**src/rtl/ltc2600_spi_monitor.sv**
```systemverilog
// Passive receiver for the LTC2600 DAC serial link: decodes 24/32-bit frames
// and keeps a shadow copy of the eight input/DAC register pairs for readback.
module ltc2600_spi_monitor #(
   parameter int DATA_WIDTH  = 16,
   parameter int N_CH        = 8,
   parameter int SYNC_STAGES = 2
) (
   input  logic                  clk,
   input  logic                  rst,
   input  logic                  sck,
   input  logic                  sdi,
   input  logic                  csb,
   input  logic                  clrb,
   output logic                  frame_valid,
   output logic                  frame_error,
   output logic [3:0]            frame_cmd,
   output logic [3:0]            frame_addr,
   output logic [DATA_WIDTH-1:0] frame_data,
   output logic [15:0]           frame_count,
   input  logic [2:0]            rd_chan,
   output logic [DATA_WIDTH-1:0] rd_input_value,
   output logic [DATA_WIDTH-1:0] rd_dac_value
);

   localparam int SR_W    = DATA_WIDTH + 16;
   localparam int FRAME_S = DATA_WIDTH + 8;
   localparam int FRAME_L = DATA_WIDTH + 16;
   localparam int CNT_W   = $clog2(FRAME_L + 2);
   localparam logic [CNT_W-1:0] CNT_SHORT = CNT_W'(FRAME_S);
   localparam logic [CNT_W-1:0] CNT_LONG  = CNT_W'(FRAME_L);
   localparam logic [CNT_W-1:0] CNT_MAX   = CNT_W'(FRAME_L + 1);

   typedef enum logic [1:0] {
      ST_WAIT_HIGH,
      ST_IDLE,
      ST_SHIFT,
      ST_DECODE
   } state_e;

   // Synchronizer chains, one 4-bit lane per stage: {clrb, csb, sdi, sck}.
   logic [3:0] sync_q [SYNC_STAGES];
   logic [3:0] sync_d [SYNC_STAGES];
   logic [3:0] pins_s;
   logic       sck_s, sdi_s, csb_s, clrb_s;

   logic       sck_prev_q, sck_prev_d, csb_prev_q, csb_prev_d;
   logic       sck_rise_q, sck_rise_d, csb_rise_q, csb_rise_d, csb_fall_q, csb_fall_d;
   logic       sdi_q, sdi_d;

   state_e                  state_q, state_d;
   logic [SR_W-1:0]         sr_q, sr_d;
   logic [CNT_W-1:0]        cnt_q, cnt_d;
   logic                    valid_q, valid_d, error_q, error_d;
   logic [3:0]              cmd_q, cmd_d, addr_q, addr_d;
   logic [DATA_WIDTH-1:0]   data_q, data_d;
   logic [15:0]             frame_count_q, frame_count_d;

   logic [DATA_WIDTH-1:0]   input_q [N_CH];
   logic [DATA_WIDTH-1:0]   input_d [N_CH];
   logic [DATA_WIDTH-1:0]   dac_q   [N_CH];
   logic [DATA_WIDTH-1:0]   dac_d   [N_CH];
   logic [DATA_WIDTH-1:0]   rd_input_q, rd_input_d, rd_dac_q, rd_dac_d;

   logic [3:0]              f_cmd, f_addr;
   logic [DATA_WIDTH-1:0]   f_data;
   logic                    frame_good, addr_hit, commit;
   logic                    sr_top_unused;

   always_comb begin
      sync_d[0] = {clrb, csb, sdi, sck};
      for (int k = 1; k < SYNC_STAGES; k++) begin
         sync_d[k] = sync_q[k-1];
      end
   end

   assign pins_s = sync_q[SYNC_STAGES-1];
   assign sck_s  = pins_s[0];
   assign sdi_s  = pins_s[1];
   assign csb_s  = pins_s[2];
   assign clrb_s = pins_s[3];

   // Edge strobes are registered, so sdi is delayed by one flop to stay aligned with sck_rise_q.
   always_comb begin
      sck_prev_d = sck_s;
      csb_prev_d = csb_s;
      sck_rise_d = sck_s & ~sck_prev_q;
      csb_rise_d = csb_s & ~csb_prev_q;
      csb_fall_d = ~csb_s & csb_prev_q;
      sdi_d      = sdi_s;
   end

   assign f_cmd         = sr_q[DATA_WIDTH+7 -: 4];
   assign f_addr        = sr_q[DATA_WIDTH+3 -: 4];
   assign f_data        = sr_q[DATA_WIDTH-1:0];
   assign sr_top_unused = sr_q[SR_W-1];
   assign frame_good    = (cnt_q == CNT_SHORT) || (cnt_q == CNT_LONG);
   assign addr_hit      = (f_addr == 4'hF) || (int'(f_addr) < N_CH);
   assign commit        = (state_q == ST_DECODE) && frame_good;

   // NOTE: every variable gets a default first so no path through the case can infer a latch.
   always_comb begin
      state_d       = state_q;
      sr_d          = sr_q;
      cnt_d         = cnt_q;
      valid_d       = 1'b0;
      error_d       = 1'b0;
      cmd_d         = cmd_q;
      addr_d        = addr_q;
      data_d        = data_q;
      frame_count_d = frame_count_q;
      case (state_q)
         ST_WAIT_HIGH: begin
            if (csb_s) state_d = ST_IDLE;
         end
         ST_IDLE: begin
            if (csb_fall_q) begin
               state_d = ST_SHIFT;
               sr_d    = '0;
               cnt_d   = '0;
            end
         end
         ST_SHIFT: begin
            if (csb_rise_q) begin
               state_d = ST_DECODE;
            end else if (sck_rise_q) begin
               sr_d = {sr_q[SR_W-2:0], sdi_q};
               if (cnt_q != CNT_MAX) cnt_d = cnt_q + 1'b1;
            end
         end
         ST_DECODE: begin
            state_d = ST_IDLE;
            if (frame_good) begin
               valid_d       = 1'b1;
               cmd_d         = f_cmd;
               addr_d        = f_addr;
               data_d        = f_data;
               frame_count_d = frame_count_q + 16'd1;
            end else begin
               error_d = 1'b1;
            end
         end
         default: state_d = ST_WAIT_HIGH;
      endcase
   end

   always_comb begin
      input_d = input_q;
      dac_d   = dac_q;
      if (!clrb_s) begin
         for (int i = 0; i < N_CH; i++) begin
            input_d[i] = '0;
            dac_d[i]   = '0;
         end
      end else if (commit && addr_hit) begin
         for (int i = 0; i < N_CH; i++) begin
            if (f_addr == 4'hF || f_addr == 4'(i)) begin
               case (f_cmd)
                  4'd0: input_d[i] = f_data;
                  4'd1: dac_d[i]   = input_q[i];
                  4'd2: input_d[i] = f_data;
                  4'd3: begin
                     input_d[i] = f_data;
                     dac_d[i]   = f_data;
                  end
                  default: ;
               endcase
            end
         end
         // NOTE: blocking assignment here is deliberate: dac_d picks up the input_d value written just above.
         if (f_cmd == 4'd2) begin
            for (int i = 0; i < N_CH; i++) dac_d[i] = input_d[i];
         end
      end
   end

   always_comb begin
      rd_input_d = '0;
      rd_dac_d   = '0;
      if (int'(rd_chan) < N_CH) begin
         rd_input_d = input_q[rd_chan];
         rd_dac_d   = dac_q[rd_chan];
      end
   end

   always_ff @(posedge clk) begin
      if (rst) begin
         for (int k = 0; k < SYNC_STAGES; k++) sync_q[k] <= '0;
         sck_prev_q    <= 1'b0;
         csb_prev_q    <= 1'b0;
         sck_rise_q    <= 1'b0;
         csb_rise_q    <= 1'b0;
         csb_fall_q    <= 1'b0;
         sdi_q         <= 1'b0;
         state_q       <= ST_WAIT_HIGH;
         sr_q          <= '0;
         cnt_q         <= '0;
         valid_q       <= 1'b0;
         error_q       <= 1'b0;
         cmd_q         <= '0;
         addr_q        <= '0;
         data_q        <= '0;
         frame_count_q <= '0;
         // NOTE: the shadow arrays are reset because readback must show zeros straight out of reset.
         for (int i = 0; i < N_CH; i++) begin
            input_q[i] <= '0;
            dac_q[i]   <= '0;
         end
         rd_input_q    <= '0;
         rd_dac_q      <= '0;
      end else begin
         sync_q        <= sync_d;
         sck_prev_q    <= sck_prev_d;
         csb_prev_q    <= csb_prev_d;
         sck_rise_q    <= sck_rise_d;
         csb_rise_q    <= csb_rise_d;
         csb_fall_q    <= csb_fall_d;
         sdi_q         <= sdi_d;
         state_q       <= state_d;
         sr_q          <= sr_d;
         cnt_q         <= cnt_d;
         valid_q       <= valid_d;
         error_q       <= error_d;
         cmd_q         <= cmd_d;
         addr_q        <= addr_d;
         data_q        <= data_d;
         frame_count_q <= frame_count_d;
         input_q       <= input_d;
         dac_q         <= dac_d;
         rd_input_q    <= rd_input_d;
         rd_dac_q      <= rd_dac_d;
      end
   end

   assign frame_valid    = valid_q;
   assign frame_error    = error_q;
   assign frame_cmd      = cmd_q;
   assign frame_addr     = addr_q;
   assign frame_data     = data_q;
   assign frame_count    = frame_count_q;
   assign rd_input_value = rd_input_q;
   assign rd_dac_value   = rd_dac_q;

endmodule

```
**config.mk**
```make
export PLATFORM = sky130hd
export DESIGN_NAME = ltc2600_spi_monitor
export DESIGN_NICKNAME = d
export VERILOG_FILES = /design/src/rtl/ltc2600_spi_monitor.sv
export SDC_FILE = /design/constraint.sdc
export NUM_CORES = 1
export LEC_CHECK = 0
export CORE_MARGIN = 5
export CORE_UTILIZATION = 40
export CTS_CLUSTER_SIZE = 10
export DETAILED_ROUTE_END_ITERATION = 7
export PLACE_DENSITY = 0.57
export SLEW_MARGIN = 10
export SYNTH_ARGS = -nofsm -noshare
export SYNTH_HDL_FRONTEND = slang
export SYNTH_SLANG_ARGS = --single-unit
```
**constraint.sdc**
```tcl
create_clock -name clk -period 2.6 [get_ports clk]
set_input_delay 0.39 -clock clk [delete_from_list [all_inputs] [get_ports clk]]
set_output_delay 0.39 -clock clk [all_outputs]
set_load 0.005 [all_outputs]
```
**Word level (Yosys, flattened, before mapping)**

Index checks and enable logic that the tools add are counted.

- Input port bits: 9
- Bits in registers: 376
- Output and inout bits: 74
- Word-level logic and storage cells: 165

- Mux-type cells: 54
- Magnitude comparators: 2
- Reductions and logical operators: 40
- Add/subtract/negate cells: 2
- Bitwise operators: 9
- Equal/unequal tests: 23

Operators with widths:

| kind | number |
|---|---|
| $mux 16 | 28 |
| $pmux 16 s2 | 8 |
| $mux 128 | 1 |
| $bmux 16 s3 | 2 |
| $mux 24 | 3 |
| $pmux 24 s2 | 1 |
| $reduce_and 3->1 | 9 |
| $mux 6 | 4 |
| $reduce_bool 2->1 | 9 |
| $add 16x1->16 const B | 1 |
| $eq 4x2->1 const B | 4 |
| $eq 4x3->1 const B | 4 |
| $ne 2x2->1 const B | 6 |
| $pmux 6 s2 | 1 |
| $logic_or 1x1->1 | 10 |
| $eq 4x1->1 const B | 2 |
| $logic_not 4->1 | 2 |
| $pmux 2 s4 | 1 |
| $add 6x1->6 const B | 1 |
| $eq 6x5->1 const B | 1 |
| $eq 6x6->1 const B | 1 |
| $mux 2 | 3 |
| $ne 6x6->1 const B | 1 |
| $not 1->1 | 5 |
| other kinds (16) | 22 |

**Logic depth before layout (Yosys ltp)**

Gate-level depths: netlist of run 1.

- Depth after elaboration: 5
- Depth in mapped cells: 9
- Mapped depth without buffers: 6

**Least setup slack after synthesis of run 1**

Ideal clock, no wire load.

- Path kind: input-to-reg
- From: in rd_chan[0]
- To: reg rd_input_q[10] (netlist: rd_input_value[10])
- Data arrival time: 1900 ps
- Path buffers: 2
- Stages: 5
- Slack: 573 ps
- Setup time: 128 ps
- Required time: 2472 ps
- Cell sequence: clkbuf_1 > clkbuf_1 > mux4_2 > mux2i_1 > nor2_1

- Cells in the longest elaborated chain, start to end: 4

Ends and longest elaborated chain:

| what | RTL line | RTL |
|---|---|---|
| start, declared | 20 | `input logic [2:0] rd_chan,` |
| $not 3->4 (not written as such) | 180 | `rd_input_d = input_q[rd_chan];` |
| $bmux 16 s3 | 180 |  |
| $mux 16 (not written as such) (2 in series) | 180 |  |
| end signal, assigned | 229 | `rd_input_q <= rd_input_d;` |
| end, declared | 62 | `logic [DATA_WIDTH-1:0] rd_input_q, rd_input_d, rd_dac_q, rd_dac_d;` |

No other way between the ends. The select of a mux whose other input is x is not followed.
A chain may end at the register's enable or synchronous reset.

**Worst setup path in the final report of run 1**

- From: reg cnt_q[0]
- To: reg dac_q[41] (netlist bit)

- Cells in the longest elaborated chain, start to end: 5
- Elaborated cells between the ends (all ways): 6
- Those cells by class: 2 x eq/ne; 4 x reduce/logical

Ends and longest elaborated chain:

| what | RTL line | RTL |
|---|---|---|
| start, declared | 52 | `logic [CNT_W-1:0] cnt_q, cnt_d;` |
| start signal, assigned | 220 | `cnt_q <= cnt_d;` |
| $eq 6x5->1 / $eq 6x6->1 (equally long branches) | 96 | `assign frame_good = (cnt_q == CNT_SHORT) \|\| (cnt_q == CNT_LONG);` |
| $logic_or 1x1->1 * | 96 |  |
| $logic_and 1x1->1 * | 98 | `assign commit = (state_q == ST_DECODE) && frame_good;` |
| $logic_and 1x1->1 * | 154 | `end else if (commit && addr_hit) begin` |
| $reduce_and 3->1 (no source line) * | -- |  |
| end signal, assigned by index | 206 | `dac_q[i] <= '0;` |
| end signal, assigned | 228 | `dac_q <= dac_d;` |
| end, declared | 60 | `logic [DATA_WIDTH-1:0] dac_q [N_CH];` |

Mark *: on every way between the ends. The rest lies on a longest branch, timed or not.

==> key figures, run 1 <==
Run status
  • Outcome: complete, no violations

Floorplan
  • Die span in x: 220 µm
  • Core area: 0.0439 mm²
  • Chip Height: 220 µm
  • FP Rows: 77
  • Total Die Area: 0.0485 mm²
  • Starting density of the core: 0.402
  • # IOs: 83

Drt
  • Final wirelength: 61600 µm
  • Vias: 14.9k
  • DR iter-0 viols: 1189
  • ANT nets after route: 0
  • Number of iterations in the first detailed-routing pass: 6
  • Wirelength per Cell: 25.0 µm
  • Drc violations: 0
  • Vias per inst: 6.03

Run
  • Max capacitance violation total: 0

Clocking
  • Worst-path clk slew: 60 ps
  • Max Root-Sink Buffers: 3
  • CTS tree: yes
  • Worst skew pair latency: 580 ps
  • Post-cts resize count: 0
  • Hold buffers post-CTS: 0
  • # clock sinks: 376
  • H-tree depth: 2
  • Root Driver: clkbuf_16
  • Postcts setup bufs: 0
  • Num CTS Buffers: 45

Critical path
  • Worst Setup Start Kind: flip-flop
  • Top Family by Delay on Critical Path: compound AO/OA/AOI/OAI gates
  • Required time worst endpoint: 3100 ps
  • CP Data Arrival Time: 2940 ps
  • CP Class: flip-flop to flip-flop
  • WP buf/inv: 2
  • Slowest stage delay, CP: 840 ps
  • Worst r2r path cells: 7
  • Max FO, Critical Path: 32
  • Critical-path top delay cell: a31oi_2
  • Number of cells on the critical path: 7
  • Worst setup EP type: flip-flop
  • Cells along the critical path: inv_1 > ha_1 > and3b_1 > o21a_2 > buf_12 > a31oi_2 > a22o_1

Cells and area
  • Filler instances: 4180
  • Post-Layout Cell Count: 2464
  • Nets: 1874
  • Area Growth Syn to Fin: 17.8%
  • Layout cells sized above 1: 0.143
  • Fin util: 0.474
  • N_diodes: 0

Yosys
  • Ys flop type: dfxtp_1
  • Register bit count reported by yosys: 376
  • Post-synthesis sequential area ratio: 0.426
  • Post-synth EDFFs: 0
  • Yosys warns: 0
  • Post-synth cell types: 68
  • Netlist Area Pre-Place: 0.0177 mm²
  • Synthesized Nets: 1821
  • Post-Synthesis Cells: 1803
  • Fraction of registers with async set/reset: 0
  • Syn Area/Cell: 9.80 µm²

STA
  • Finish-stage setup viols: 0
  • Period minus WS final: 2440 ps
  • Skew final: 28.8 ps
  • Slew Limit Fails: 0
  • Final Hold Viols: 0
  • RSZ-0062 raised after global routing: false
  • Actual slew at the worst max-slew pin: 1150 ps
  • Period utilization: 0.937
  • Setup TNS: 0 ps
  • Relative slew slack: 0.229
  • Max Fclk: 0.411 GHz

Placed design
  • Placed Cells: 2401
  • PortBufs: 82
  • Detailed placement HPWL: 41700 µm
  • RePlAce Congestion: 0.885

GRT
  • Initial antenna violation count: 0
  • First-pass GRT wire length: 93300 µm
  • Gr usage total: 0.252
  • Vias in the first global route: 14.9k
  • Overflow after GRT: 0
  • Largest net degree at the start of global routing: 69

Power
  • Clk pwr share: 0.483
  • Power density over cell area: 582 mW/mm²
  • Internal power: 9.42 mW
  • Tot Pwr: 12.1 mW
  • Max VDD drop: 0.495 mV
  • Static leakage: 7.75 nW
  • Logic pwr share: 0.038
  • Sw frac: 0.222
  • Power share of the sequential group: 0.479
  • Switching power total: 2.70 mW

Hold path
  • Hold Path Class: primary input to flip-flop
  • Hold depth: 4
[worst paths after layout]
check / start / endpoint / slack [ps]
setup / recovery: cnt_q[0]$_SDFFE_PP0P_ / dac_q[41]$_SDFFE_PP0P_ / 160
hold / removal: rst / input_q[2]$_SDFFE_PP0P_ / 240
setup reg to reg: cnt_q[0]$_SDFFE_PP0P_ / dac_q[41]$_SDFFE_PP0P_ / 160
hold reg to reg: sck_prev_q$_SDFF_PP0_ / sck_rise_q$_SDFF_PP0_ / 380
[cell usage in the layout (no fill, tap or decap), types with 4 or more instances in the layout]
master / Yosys / layout
and2_1: 6 / 6
a31oi_2: 4 / 7
buf_4: 5 / 88
a211oi_1: 49 / 49
clkbuf_8: 0 / 9
nand3_2: 4 / 4
a22o_1: 64 / 64
dfxtp_1: 376 / 375
clkbuf_1: 109 / 6
a21oi_1: 59 / 59
clkbuf_16: 0 / 47
a31oi_1: 35 / 32
o211ai_1: 82 / 82
mux2i_1: 193 / 193
inv_1: 26 / 26
nor2b_1: 63 / 62
nand3_1: 7 / 7
or3_1: 14 / 14
clkdlybuf4s50_1: 0 / 78
nand4_1: 22 / 22
buf_12: 0 / 17
xor2_1: 4 / 4
a22oi_1: 24 / 24
nand2_1: 269 / 269
o2bb2ai_1: 48 / 48
and3_1: 5 / 5
mux4_2: 64 / 64
nor2_1: 67 / 67
o21ai_0: 62 / 62
ha_1: 9 / 9
[metrics by stage]
| stage | hold WS [ps] | worst slack, ps | instance area [µm²] |
|---|---|---|---|
| 2_1_floorplan | 367 | 573 | 17700 |
| 3_5_place_dp | 380 | 223 | 19500 |
| 5_1_grt | 242 | 50.3 | 20800 |
| 6_report | 243 | 164 | 20800 |
| 4_1_cts | 209 | 183 | 20800 |
| 3_3_place_gp | 380 | 281 | 19500 |
[logic make-up (layout without fill, tap and decap cells)]
family          Yosys count  count (layout)  synth area share
compound gates          456             456             0.189
xor+xnor                  8               8           0.00439
flops                   376             376             0.426
mux                     257             257             0.191
fa+ha+maj                 9               9           0.00637
simple gates            492             492             0.135
buf+inv                 205             274            0.0490
[cells in the mapped netlist, types with 3 or more instances]
| library cell | n | area share |
|---|---|---|
| dfxtp_1 | 376 | 0.43 |
| nand2_1 | 269 | 0.057 |
| mux2i_1 | 193 | 0.11 |
| clkbuf_1 | 109 | 0.023 |
| o211ai_1 | 82 | 0.035 |
| nor2_1 | 67 | 0.014 |
| a22o_1 | 64 | 0.032 |
| mux4_2 | 64 | 0.082 |
| nor2b_1 | 63 | 0.022 |
| o21ai_0 | 62 | 0.018 |
| a21oi_1 | 59 | 0.017 |
| a211oi_1 | 49 | 0.021 |
| buf_2 | 49 | 0.014 |
| o2bb2ai_1 | 48 | 0.024 |
| a31oi_1 | 35 | 0.012 |
| inv_1 | 26 | 0.0055 |
| a22oi_1 | 24 | 0.010 |
| nand4_1 | 22 | 0.0078 |
| or3_1 | 14 | 0.0050 |
| buf_1 | 13 | 0.0028 |
| ha_1 | 9 | 0.0064 |
| nand3_1 | 7 | 0.0020 |
| and2_1 | 6 | 0.0021 |
| and3_1 | 5 | 0.0018 |
| buf_4 | 5 | 0.0021 |
| o21ai_1 | 5 | 0.0014 |
| a31oi_2 | 4 | 0.0028 |
| nand3_2 | 4 | 0.0023 |
| nor3b_1 | 4 | 0.0017 |
| xor2_1 | 4 | 0.0020 |
| a21o_1 | 3 | 0.0013 |
| and3b_1 | 3 | 0.0015 |
| and4_1 | 3 | 0.0015 |
| o21a_1 | 3 | 0.0013 |
| o31ai_1 | 3 | 0.0013 |
| or4_1 | 3 | 0.0013 |
| or4b_1 | 3 | 0.0017 |
| xnor2_1 | 3 | 0.0015 |
[state kept, by name, indices dropped and copies added (netlist names), 2 cells and up]
register,count
rd_input_value,16
cnt_q,6
rd_dac_value,16
frame_cmd,4
sync_d,4
dac_q,128
input_q,128
frame_addr,4
pins_s,4
frame_data,16
frame_count,16
sr_q,24
state_q,2
[worst reg2reg max path: cells and delay by family (launching register included)]
family,cells,cell delay (ps)
flip-flops,1,390
AO/OA/AOI/OAI,3,1290
buffers and inverters,2,250
AND/OR/NAND/NOR,1,210
adder cells (fa/ha/maj),1,220
[power groups by stage]
stage	Clock, mW	Combinational, mW	Sequential [mW]
after floorplan	0	0.315	5.92
after global placement	0	0.457	5.92
after detailed placement	0	0.467	5.92
after CTS	5.99	0.468	5.80
after global routing	6.20	0.505	5.80
final	5.86	0.464	5.80
[final cells by class]
cell class	count	area (µm²)	share of cell area
sequential	376	7530	0.362
clock inverter	1	8.76	0.000421
clock buffer	62	1320	0.0635
timing repair buffer	185	1790	0.0861
multi-input combinational	1222	9330	0.448
tap	592	741	0.0356
inverter	26	97.6	0.00469
[layer usage]
layer | share of wire | global-route usage | wire [µm]
met5 | 0 | 0 | 0
met4 | 0.043 | 0.105 | 2640
met3 | 0.090 | 0.0613 | 5570
met2 | 0.44 | 0.389 | 27100
met1 | 0.43 | 0.340 | 26400
Note: power is estimated with default switching activity, not from simulation.
==> inputs of run 2 (changes only) <==
--- a/config.mk
+++ b/config.mk
@@ -10,7 +10,7 @@
 export CTS_CLUSTER_SIZE = 10
 export DETAILED_ROUTE_END_ITERATION = 7
 export PLACE_DENSITY = 0.57
-export SLEW_MARGIN = 10
+export SLEW_MARGIN = 0
 export SYNTH_ARGS = -nofsm -noshare
 export SYNTH_HDL_FRONTEND = slang
 export SYNTH_SLANG_ARGS = --single-unit
==> results of run 2 <==
The final DEF is identical to that of run 1; final timing and power are the same.
==> inputs of run 3 (changes only) <==
--- a/config.mk
+++ b/config.mk
@@ -5,7 +5,8 @@
 export SDC_FILE = /design/constraint.sdc
 export NUM_CORES = 1
 export LEC_CHECK = 0
-export CORE_MARGIN = 5
+export CAP_MARGIN = 0
+export CORE_MARGIN = 3
 export CORE_UTILIZATION = 40
 export CTS_CLUSTER_SIZE = 10
 export DETAILED_ROUTE_END_ITERATION = 7
==> key figures, run 3 (synthesized netlist as in run 1, its figures left out) <==
Drt
  • DR iter-0 viols: 1431 (+20%)
  • Vias: 14.6k (-1.7%)
  • ANT nets after route: 0 (unchanged)
  • Vias per inst: 6.01 (-0.41%)
  • Final wirelength: 59800 µm (-3.1%)
  • Drc violations: 0 (unchanged)
  • Number of iterations in the first detailed-routing pass: 6 (unchanged)
  • Wirelength per Cell: 24.6 µm (-1.7%)

STA
  • Skew final: 21.3 ps (-7.56 ps)
  • WHS: 178 ps (-64.6 ps)
  • RSZ-0062 raised after global routing: true
  • PnR worst setup slack: 61.3 ps (-103 ps)
  • Max Fclk: 0.394 GHz (-4.0%)
  • Period utilization: 0.976 (+0.0395)
  • Actual slew at the worst max-slew pin: 1340 ps (+190 ps)
  • Final Hold Viols: 0 (unchanged)
  • Relative slew slack: 0.101 (-0.127)
  • Period minus WS final: 2540 ps (+103 ps)
  • Slew Limit Fails: 0 (unchanged)
  • Finish-stage setup viols: 0 (unchanged)

Cells and area
  • Filler instances: 4099 (-1.9%)
  • N_diodes: 0 (unchanged)
  • Layout cells sized above 1: 0.130 (-0.0126)
  • Most frequent cells in the layout: dfxtp_1 (374), nand2_1 (269), mux2i_1 (193), o211ai_1 (82), clkdlybuf4s50_1 (78)
  • Final instance area: 0.0204 mm² (-1.8%)
  • Storage cell area: 0.00753 mm² (about the same)
  • Nets: 1853 (-1.1%)
  • Multi-input gate area: 0.00932 mm² (about the same)
  • Most common cell after layout, fill and taps aside: dfxtp_1
  • Area Growth Syn to Fin: 15.6%
  • Biggest regs: dac_q x128, input_q x128, sr_q x24

Critical path
  • Required time worst endpoint: 3070 ps (-30 ps)
  • Worst setup EP type: flip-flop
  • Worst Setup Start Kind: flip-flop
  • CP Data Arrival Time: 3010 ps (+70 ps)
  • CP Class: flip-flop to flip-flop
  • Max FO, Critical Path: 18 (-44%)

GRT
  • Largest net degree at the start of global routing: 69 (unchanged)
  • First-pass GRT wire length: 90900 µm (-2.6%)
  • Gr usage total: 0.253 (+0.000619)
  • Initial antenna violation count: 0 (unchanged)
  • Vias in the first global route: 14.4k (-3.1%)
  • Overflow after GRT: 0 (unchanged)

Clocking
  • Worst-path clk slew: 60 ps (about the same)
  • CTS tree: yes
  • Worst skew pair latency: 580 ps (about the same)
  • Postcts setup bufs: 0 (unchanged)
  • Max Root-Sink Buffers: 3 (unchanged)
  • H-tree depth: 2 (unchanged)
  • Num CTS Buffers: 45 (unchanged)
  • # clock sinks: 376 (unchanged)
  • Root Driver: clkbuf_16

Floorplan
  • Die span in x: 216 µm (-1.8%)
  • Core area: 0.0434 mm² (-1.3%)
  • FP Rows: 76 (-1.3%)
  • Chip Height: 216 µm (-1.8%)
  • Total Die Area: 0.0467 mm² (-3.6%)
  • Starting density of the core: 0.408 (+0.00529)
  • # IOs: 83 (unchanged)

Power
  • Tot Pwr: 11.9 mW (-1.6%)
  • Power density over cell area: 584 mW/mm² (+0.28%)
  • Max VDD drop: 0.513 mV (+3.7%)
  • Static leakage: 7.55 nW (-2.5%)

Placed design
  • PortBufs: 82 (unchanged)
  • Dpl ws: 103 ps (-120 ps)
  • Detailed placement HPWL: 39200 µm (-6.1%)
  • DP Area: 0.0192 mm² (-1.5%)
  • RePlAce Congestion: 0.881 (-0.47%)

Hold path
  • Hold Path Class: primary input to flip-flop

Run status
  • Outcome: complete, no violations

Run
  • Max capacitance violation total: 0 (unchanged)
==> run 3: layout make-up <==
class	count	area share
clock buffer	56	0.0591
clock inverter	2	0.00184
multi-input combinational	1222	0.456
inverter	26	0.00478
tap	585	0.0358
timing repair buffer	164	0.0738
sequential	376	0.369
==> run 3: worst paths after layout <==
| kind | start | end | cells past startpoint | slack (ps) |
|---|---|---|---|---|
| hold reg to reg | sck_prev_q$_SDFF_PP0_ | sck_rise_q$_SDFF_PP0_ | 1 | 380 |
| setup reg to reg | sr_q[16]$_SDFFE_PP0P_ | dac_q[19]$_SDFFE_PP0P_ | 6 | 60 |
| setup / recovery | sr_q[16]$_SDFFE_PP0P_ | dac_q[19]$_SDFFE_PP0P_ | 6 | 60 |
| hold / removal | rst | input_q[47]$_SDFFE_PP0P_ | 4 | 180 |
==> run 3: critical path, cell delays in order, from the launching register on <==
cell and delay (ps):
dfxtp_1 490, buf_4 270, xor2_1 210, buf_4 350, o21ba_2 600, o211ai_1 250, a22o_1 260
==> run 3: per-stage QoR <==
step                std cells   util  setup TNS, ps
floorplan                1803      -              0
global placement         2373  0.442              0
detailed placement       2373  0.442              0
CTS                      2431  0.471              0
global route             2431  0.471          -8.40
finish                   2431  0.471              0
==> run 3: layer usage <==
layer | share of wire | GRT usage | wire length [µm] | vias up
li1 | - | - | - | 6658
met1 | 0.45 | 0.353 | 26700 | 7216
met2 | 0.44 | 0.390 | 26300 | 614
met3 | 0.083 | 0.0544 | 4930 | 120
met4 | 0.030 | 0.0840 | 1810 | 0
met5 | 0 | 0 | 0 | -
==> run 3: repair_timing <==
action / in CTS / in global routing
hold buffers: 0 / 0
setup endpoints to repair: 0 / 75
gates resized for setup: 0 / 1
==> run 3: power by group <==
part	switching [mW]	internal [mW]	leakage [nW]
clock network	2.37	3.30	0.606
registers	0.0162	5.78	3.03
logic	0.301	0.156	3.92
